--- config.mk ---
export PLATFORM = sky130hd
export DESIGN_NAME = gcd_stream
export DESIGN_NICKNAME = d
export VERILOG_FILES = /design/src/rtl/gcd_pkg.sv /design/src/rtl/gcd_step.sv /design/src/rtl/gcd_stream.sv
export SDC_FILE = /design/constraint.sdc
export NUM_CORES = 1
export LEC_CHECK = 0
export BUFFER_PORTS_ARGS = -buffer_cell sky130_fd_sc_hd__buf_2
export CAP_MARGIN = 20
export CORE_MARGIN = 2
export CORE_UTILIZATION = 56
export CTS_BUF_LIST = sky130_fd_sc_hd__clkbuf_8
export CTS_CLUSTER_DIAMETER = 150
export DETAILED_ROUTE_END_ITERATION = 16
export PLACE_DENSITY = 0.88
export SLEW_MARGIN = 0
export SYNTH_ARGS = -nofsm -noshare
export SYNTH_HDL_FRONTEND = slang
export SYNTH_HIERARCHICAL = 1
export SYNTH_SLANG_ARGS = --single-unit
--- constraint.sdc ---
create_clock -name clk -period 2.57 [get_ports clk]
set_clock_uncertainty 0.15 [all_clocks]
set_input_delay 0.3855 -clock clk [delete_from_list [all_inputs] [get_ports clk]]
set_output_delay 0.3855 -clock clk [all_outputs]
set_load 0.005 [all_outputs]
--- src/rtl/gcd_pkg.sv ---
// Shared types and width helpers for the binary GCD engine.
package gcd_pkg;

  typedef enum logic [1:0] {
    IDLE = 2'd0,
    CALC = 2'd1,
    DONE = 2'd2
  } gcd_state_t;

  // Iteration counter width: CALC never runs longer than 4*w cycles.
  function automatic int cnt_width(input int w);
    return $clog2(4 * w + 1);
  endfunction

  function automatic int shift_width(input int w);
    return $clog2(w + 1);
  endfunction

endpackage

--- src/rtl/gcd_step.sv ---
// One combinational Stein step: halve even operands or subtract the smaller odd one.
module gcd_step #(
  parameter int WIDTH = 8
) (
  input  logic [WIDTH-1:0] a,
  input  logic [WIDTH-1:0] b,
  output logic [WIDTH-1:0] a_nxt,
  output logic [WIDTH-1:0] b_nxt,
  output logic             k_inc,
  output logic             equal
);

  // Select exactly one of the four reduction cases.
  always_comb begin
    a_nxt = a;
    b_nxt = b;
    k_inc = 1'b0;
    equal = (a == b);
    if (equal) begin
      a_nxt = a;
      b_nxt = b;
    end else if (!a[0] && !b[0]) begin
      a_nxt = a >> 1;
      b_nxt = b >> 1;
      k_inc = 1'b1;
    end else if (!a[0]) begin
      a_nxt = a >> 1;
    end else if (!b[0]) begin
      b_nxt = b >> 1;
    end else if (a > b) begin
      a_nxt = a - b;
    end else begin
      b_nxt = b - a;
    end
  end

endmodule

--- src/rtl/gcd_stream.sv ---
// Binary GCD engine with valid/ready handshakes; one Stein step per CALC cycle,
// result held in DONE until the consumer takes it.
module gcd_stream
  import gcd_pkg::*;
#(
  parameter int WIDTH = 8,
  parameter int CW    = cnt_width(WIDTH)
) (
  input  logic             clk,
  input  logic             reset,
  input  logic             in_valid,
  output logic             in_ready,
  input  logic [WIDTH-1:0] u,
  input  logic [WIDTH-1:0] v,
  output logic             out_valid,
  input  logic             out_ready,
  output logic [WIDTH-1:0] res,
  output logic             coprime,
  output logic             zero_in,
  output logic [CW-1:0]    cycles
);

  localparam int KW = shift_width(WIDTH);

  gcd_state_t       state_q, state_d;
  logic [WIDTH-1:0] a_q, a_d, b_q, b_d;
  logic [KW-1:0]    k_q, k_d;
  logic [CW-1:0]    cnt_q, cnt_d;
  logic [WIDTH-1:0] res_q, res_d;
  logic             coprime_q, coprime_d;
  logic             zero_in_q, zero_in_d;
  logic [CW-1:0]    cycles_q, cycles_d;

  logic [WIDTH-1:0] a_nxt, b_nxt, gcd_val;
  logic             k_inc, equal;

  gcd_step #(.WIDTH(WIDTH)) u_step (
    .a     (a_q),
    .b     (b_q),
    .a_nxt (a_nxt),
    .b_nxt (b_nxt),
    .k_inc (k_inc),
    .equal (equal)
  );

  // The gcd divides both inputs, so restoring the common factor 2^k cannot overflow.
  assign gcd_val = a_q << k_q;

  // Next-state, datapath and result-register updates.
  always_comb begin
    state_d   = state_q;
    a_d       = a_q;
    b_d       = b_q;
    k_d       = k_q;
    cnt_d     = cnt_q;
    res_d     = res_q;
    coprime_d = coprime_q;
    zero_in_d = zero_in_q;
    cycles_d  = cycles_q;
    case (state_q)
      IDLE: begin
        if (in_valid) begin
          a_d   = u;
          b_d   = v;
          k_d   = '0;
          cnt_d = '0;
          if ((u == '0) || (v == '0)) begin
            res_d     = u | v;
            coprime_d = ((u | v) == WIDTH'(1));
            zero_in_d = 1'b1;
            cycles_d  = '0;
            state_d   = DONE;
          end else begin
            state_d = CALC;
          end
        end else begin
          state_d = IDLE;
        end
      end
      CALC: begin
        cnt_d = cnt_q + CW'(1);
        if (equal) begin
          res_d     = gcd_val;
          coprime_d = (gcd_val == WIDTH'(1));
          zero_in_d = 1'b0;
          cycles_d  = cnt_q + CW'(1);
          state_d   = DONE;
        end else begin
          a_d = a_nxt;
          b_d = b_nxt;
          k_d = k_q + KW'(k_inc);
        end
      end
      DONE: begin
        if (out_ready) begin
          state_d = IDLE;
        end else begin
          state_d = DONE;
        end
      end
      default: begin
        state_d = IDLE;
      end
    endcase
  end

  // State and datapath registers.
  always_ff @(posedge clk or posedge reset) begin
    if (reset) begin
      state_q   <= IDLE;
      a_q       <= '0;
      b_q       <= '0;
      k_q       <= '0;
      cnt_q     <= '0;
      res_q     <= '0;
      coprime_q <= 1'b0;
      zero_in_q <= 1'b0;
      cycles_q  <= '0;
    end else begin
      state_q   <= state_d;
      a_q       <= a_d;
      b_q       <= b_d;
      k_q       <= k_d;
      cnt_q     <= cnt_d;
      res_q     <= res_d;
      coprime_q <= coprime_d;
      zero_in_q <= zero_in_d;
      cycles_q  <= cycles_d;
    end
  end

  assign in_ready  = (state_q == IDLE);
  assign out_valid = (state_q == DONE);
  assign res       = res_q;
  assign coprime   = coprime_q;
  assign zero_in   = zero_in_q;
  assign cycles    = cycles_q;

endmodule

==> Yosys cells after proc, flatten, opt, wreduce, memory -nomap -nowiden <==
Cells that the tools add are included.
Widths: inputs -> output; s select.
{ "word_totals": {"word_cells": 87, "regBits": 44, "out_inout_bits": 18} }
{ "classes": {"n_shift": 1, "n_mux": 42, "magnitude_cmp": 1, "addsub": 4, "eq_ne": 13, "bitwise_logic": 1, "reduce_logical": 14} }
{ "ops": {"columns": ["op", "count"], "rows": [
  ["$mux 8", 15],
  ["$pmux 8 s2", 3],
  ["$mux 6", 4],
  ["$pmux 6 s2", 2],
  ["$eq 8x1->1 const B", 2],
  ["$logic_not 8->1", 2],
  ["$sub 8x8->8", 2],
  ["$reduce_and 5->1", 2],
  ["$eq 8x8->1", 1],
  ["$gt 8x8->1", 1],
  ["$mux 1", 8],
  ["$mux 2", 4],
  ["$mux 4", 2],
  ["$ne 4x3->1 const B", 2],
  ["$or 8x8->8", 1],
  ["$pmux 4 s2", 1],
  ["$reduce_and 4->1", 2],
  ["$shl 8x4->8", 1],
  ["$add 6x1->6 const B", 1],
  ["$ne 2x2->1 const B", 3],
  ["$pmux 2 s3", 1],
  ["$add 4x1->4", 1],
  ["$ne 4x2->1 const B", 1],
  ["$pmux 1 s2", 2],
  ["other kinds (11)", 12]
]} }

==> Depth between registers and ports, before layout <==
{ "depth": {"depth_word": 7, "depth_mapped": 12} }

==> Cells and area by module <==
The synthesis kept the hierarchy.
{ "modules_own_cells": {"columns": ["mod", "cells_per_inst", "n_inst", "area_per_inst_um2"], "rows": [
  ["gcd_stream", 260, 1, 2369.8],
  ["gcd_step", 181, 1, 1308.8]
]} }

==> Least setup slack after synthesis <==
OpenSTA, ideal clock, no wires.
{ "synth_path": {"path_type": "reg2reg", "start": "register a_q[0]", "end": "register a_q[3]", "setup_time_ns": 0.133, "slack_ns": -0.217, "required_ns": 2.287, "t_arrival_ns": 2.504, "period_less_slack_ns": 2.787, "path_stages_with_launch": 11, "path_cell_list": "dfrtp_1 -> inv_1 -> ha_1 -> fa_1 -> nand2b_2 -> a211oi_4 -> o21ai_2 -> o22a_4 -> a221o_1 -> mux2i_1 -> o21ai_0"} }
{ "synth_via": {"elab_chain_cells": 7} }
{ "synth_lines": {"columns": ["item", "line", "text"], "rows": [
  ["start, declared", "gcd_stream.sv:26", "logic [WIDTH-1:0] a_q, a_d, b_q, b_d;"],
  ["start signal, assigned", "gcd_stream.sv:111", "a_q <= '0;"],
  ["start signal, assigned", "gcd_stream.sv:121", "a_q <= a_d;"],
  ["$sub 8x8->8", "gcd_step.sv:31", "a_nxt = a - b;"],
  ["$mux 8", "gcd_step.sv:30", "end else if (a > b) begin"],
  ["$mux 8", "gcd_step.sv:28", "end else if (!b[0]) begin"],
  ["$mux 8", "gcd_step.sv:26", "end else if (!a[0]) begin"],
  ["$mux 8 *", "gcd_step.sv:22", "end else if (!a[0] && !b[0]) begin"],
  ["net a_nxt[3]", "gcd_stream.sv:34", "logic [WIDTH-1:0] a_nxt, b_nxt, gcd_val;"],
  ["$mux 8 *", "gcd_stream.sv:82", "if (equal) begin"],
  ["$pmux 8 s2 *", "gcd_stream.sv:60", "case (state_q)"]
]} }
The timed path passes the listed nets; every way through them passes the cells marked *. The select of a mux whose other input is x is not followed.
A chain may end at the register's enable or synchronous reset.

==> Worst setup path in the final report <==
{ "layout_path": {"start": "register b_q[0]", "end": "register b_q[3]"} }
{ "layout_via": {"elab_chain_cells": 7} }
{ "layout_lines": {"columns": ["item", "line", "text"], "rows": [
  ["start, declared", "gcd_stream.sv:26", null],
  ["start signal, assigned", "gcd_stream.sv:112", "b_q <= '0;"],
  ["start signal, assigned", "gcd_stream.sv:122", "b_q <= b_d;"],
  ["$sub 8x8->8", "gcd_step.sv:33", "b_nxt = b - a;"],
  ["$mux 8", "gcd_step.sv:30", null],
  ["$mux 8", "gcd_step.sv:28", null],
  ["$mux 8", "gcd_step.sv:26", null],
  ["$mux 8 *", "gcd_step.sv:22", null],
  ["net b_nxt[3]", "gcd_stream.sv:34", null],
  ["$mux 8 *", "gcd_stream.sv:82", null],
  ["$pmux 8 s2 *", "gcd_stream.sv:60", null]
]} }
Marked as above.

==> flow_summary.ini <==
[drt]
avgRoutedWirePerCell_um = 18.9
first_iter_violations = 528
drt-total-wl_mm = 11.4
via_per_inst = 6.36
drcViolationCount = 0
first_pass_iters = 8
final_antenna_net_count = 0
via_count = 3825

[placement]
place.gp.congestion = 0.952
portBuffers = 37
placedInstanceArea_mm2 = 0.00428
post-dp-hpwl_mm = 8.47

[cells_and_area]
fin_nets = 564
fill_cells = 436
drive_above_1_share_pct = 31.7
fin_area_mm2 = 0.00463
seqCellArea_mm2 = 0.00110
multi_input_area_mm2 = 0.00257
antenna_cells = 0
area_delta_synth_final_pct = 25.7
utilization_pct = 72.8

[yosys]
yosys.area.top_type = dfrtp_1
synth_top_family_by_area = compound AO/OA/AOI/OAI gates
ys_ff_latch = 44
yosysTopAreaCellShare_pct = 29.9
synth_edf_count = 0
synth_xor_area_share_pct = 1.67
synth-compound-area-share_pct = 24.3
yosysWarnings = 6
netlist_area_mm2 = 0.00368
ys_seq_area_share_pct = 29.9
synth.area.mux_share_pct = 8.84
synth.top_cells.by_count = nand2_1 (62), o21ai_0 (47), dfrtp_1 (44)
synth_area_per_cell_um2 = 8.34
synthTopCellsByArea = dfrtp_1 (30%), mux2i_1 (6.8%), ha_1 (6.5%), o21ai_0 (6.4%), nand2_1 (6.3%)
yosysMostFrequentCell = nand2_1
yosys.area_share.simple_pct = 22.1
async_flop_share_pct = 100
syn_nets = 482
synth_cells = 441
ys.flop_type = dfrtp_1
ys_types = 77
synthAdderAreaFrac_pct = 7.55

[clock_tree]
cts_made_buffers = 5
clock_latency_ns = 0.30
cts_max_level = 2
cts_sinks = 44
clk_pin_slew_ns = 0.09
cts-root-buf = clkbuf_8
hold_buffers = 0
cts_tree = built
clockBufferDepth = 2

[timing]
hold_viol_final = 0
post-route-period-util_pct = 103
worst_pin_slew_ns = 0.568
fmax_ghz = 0.379
finalCriticalPeriod_ns = 2.64
setup_viol = 4
rsz0062_at_grt = yes
setup_ws_ns = -0.0658
drv_slew = 0
relSlewSlack_pct = 62.2

[job]
maxCapViolations = 0

[critical_path]
crit_path_start_kind = flip-flop
crit_type = flip-flop to flip-flop
worst_ep_required_time_ns = 2.64
crit_slowest_cell = dfrtp_1
cp_max_fo = 5
max_stage_delay_ns = 0.43
endpoint_kind = flip-flop
cp_cell_sequence = ha_4 > fa_2 > nand2b_4 > a211oi_4 > o21ai_2 > buf_6 > or2_0 > a31oi_1 > mux2i_1 > o21ai_1
critPathArrivalTime_ns = 2.71

[power]
sequentialPowerShare_pct = 17.3
p_comb_share_pct = 75.3
power.static_leakage_uw = 0.00217
intPower_uw = 3830
clkPwrFrac_pct = 7.5
swShare_pct = 48.8
switchingPower_uw = 3650
powerDensity_mw_per_mm2 = 1620
max-vdd-ir-drop_v = 0.00110

[die]
die_h_um = 85.1
placementRows = 29
dieArea_mm2 = 0.00723
die_x_um = 85.1
num_io_pins = 38
core_mm2 = 0.00635
start_util_pct = 57.9

[grt]
grt_overflow = 0
groute.usage.overall_pct = 30.4
grt_pass1_vias = 3608
grt_max_degree = 45
antenna_found_initial = 0
grt_pass1_wl_mm = 17.6

[min_path]
min_path_type = input port to async pin

[status]
status = finished, violations left
violations = setup timing
==> power by group through the flow <==
stage               Sequential [µW]  Combinational, µW  Clock, µW
floorplan                      1260               3290          0
finish                         1290               5630        558
global route                   1330               6040        586
CTS                            1280               5030        562
detailed placement             1290               4920          0
global placement               1270               4850          0
==> registers in the layout, summed over array words and instances, names as in the netlist <==
register / count
cnt_q: 6
state_q: 2
coprime: 1
res: 8
cycles: 6
b_q: 8
a_q: 8
zero_in: 1
k_q: 4
==> final timing paths <==
kind	slack (ns)	depth (start not counted)	from	to
worst max-delay path	-0.07	10	b_q[0]$_DFFE_PP0P_	b_q[3]$_DFFE_PP0P_
min in group clk	0.23	3	out_ready	state_q[1]$_DFFE_PP0N_
worst min-delay path	0.05	3	reset	cnt_q[4]$_DFFE_PP0P_
max in group asynchronous	1.81	3	reset	a_q[1]$_DFFE_PP0P_
worst min register to register	0.33	2	cycles[4]$_DFFE_PP0P_	cycles[4]$_DFFE_PP0P_
worst max register to register	-0.07	10	b_q[0]$_DFFE_PP0P_	b_q[3]$_DFFE_PP0P_
==> layer usage <==
metal | track usage [%] | vias up | share of wire (%)
met5 | 0 | - | 0
met4 | 13.7 | 0 | 5.1
met3 | 5.54 | 60 | 8.9
met2 | 49.4 | 217 | 47
met1 | 39.5 | 1796 | 39
li1 | - | 1752 | -
==> metrics by stage <==
stage                     TNS [ns]  hold slack (ns)  cells  power (µW)  setup slack, ns
final                       -0.146           0.0502    601        7480          -0.0658
after global routing        -0.773           0.0897    601        7950           -0.130
after CTS                        0           0.0729    595        6870          0.00575
after detailed placement    -0.424            0.307    587        6210           -0.105
after global placement     -0.0856            0.301    587        6110          -0.0581
after floorplan            -0.0177            0.309    441        4550          -0.0177
==> cell families (layout without fill, tap and decap cells) <==
logic type      after synthesis  after routing
flops                        44             44
mux                          30             30
fa+ha+maj                    21             21
xor+xnor                      7              7
compound gates              132            132
buf+inv                      46            129
simple gates                161            161
==> layout by cell type (no fill, tap or decap), types with 6 or more instances in the layout <==
master / netlist / routed
a21oi_1: 21 / 19
buf_2: 9 / 38
buf_4: 1 / 52
dfrtp_1: 44 / 41
ha_1: 19 / 11
inv_1: 24 / 20
mux2i_1: 25 / 25
nand2_1: 62 / 61
nor2_1: 34 / 30
nor2b_1: 10 / 8
nor4_1: 6 / 6
o21a_1: 6 / 6
o21ai_0: 47 / 35
o21ai_1: 0 / 12
o22ai_1: 8 / 8
==> critical path, delay by kind of cell, from the launching register on <==
kind                     cells  cell delay, ns
flip-flops                   1            0.43
buffers and inverters        1            0.15
AND/OR/NAND/NOR              2            0.35
multiplexers                 1            0.14
AO/OA/AOI/OAI                4            0.82
adder cells (fa/ha/maj)      2            0.51
==> cell type report <==
class / instances / area share, %
clock inverters: 3 / 1.00
inverters: 27 / 2.35
clock buffers: 5 / 1.49
repair buffers: 94 / 13.7
well taps: 77 / 2.08
multi-input cells: 351 / 55.5
flip-flops and latches: 44 / 23.9
==> repair_timing <==
action / 4_1_cts / 5_1_grt
setup buffers: 0 / 5
pin swaps: 5 / 12
gates resized for setup: 12 / 42
cloned: 0 / 1
endpoints found under the setup margin: 10 / 31
Power figures use the tool's default switching activity.
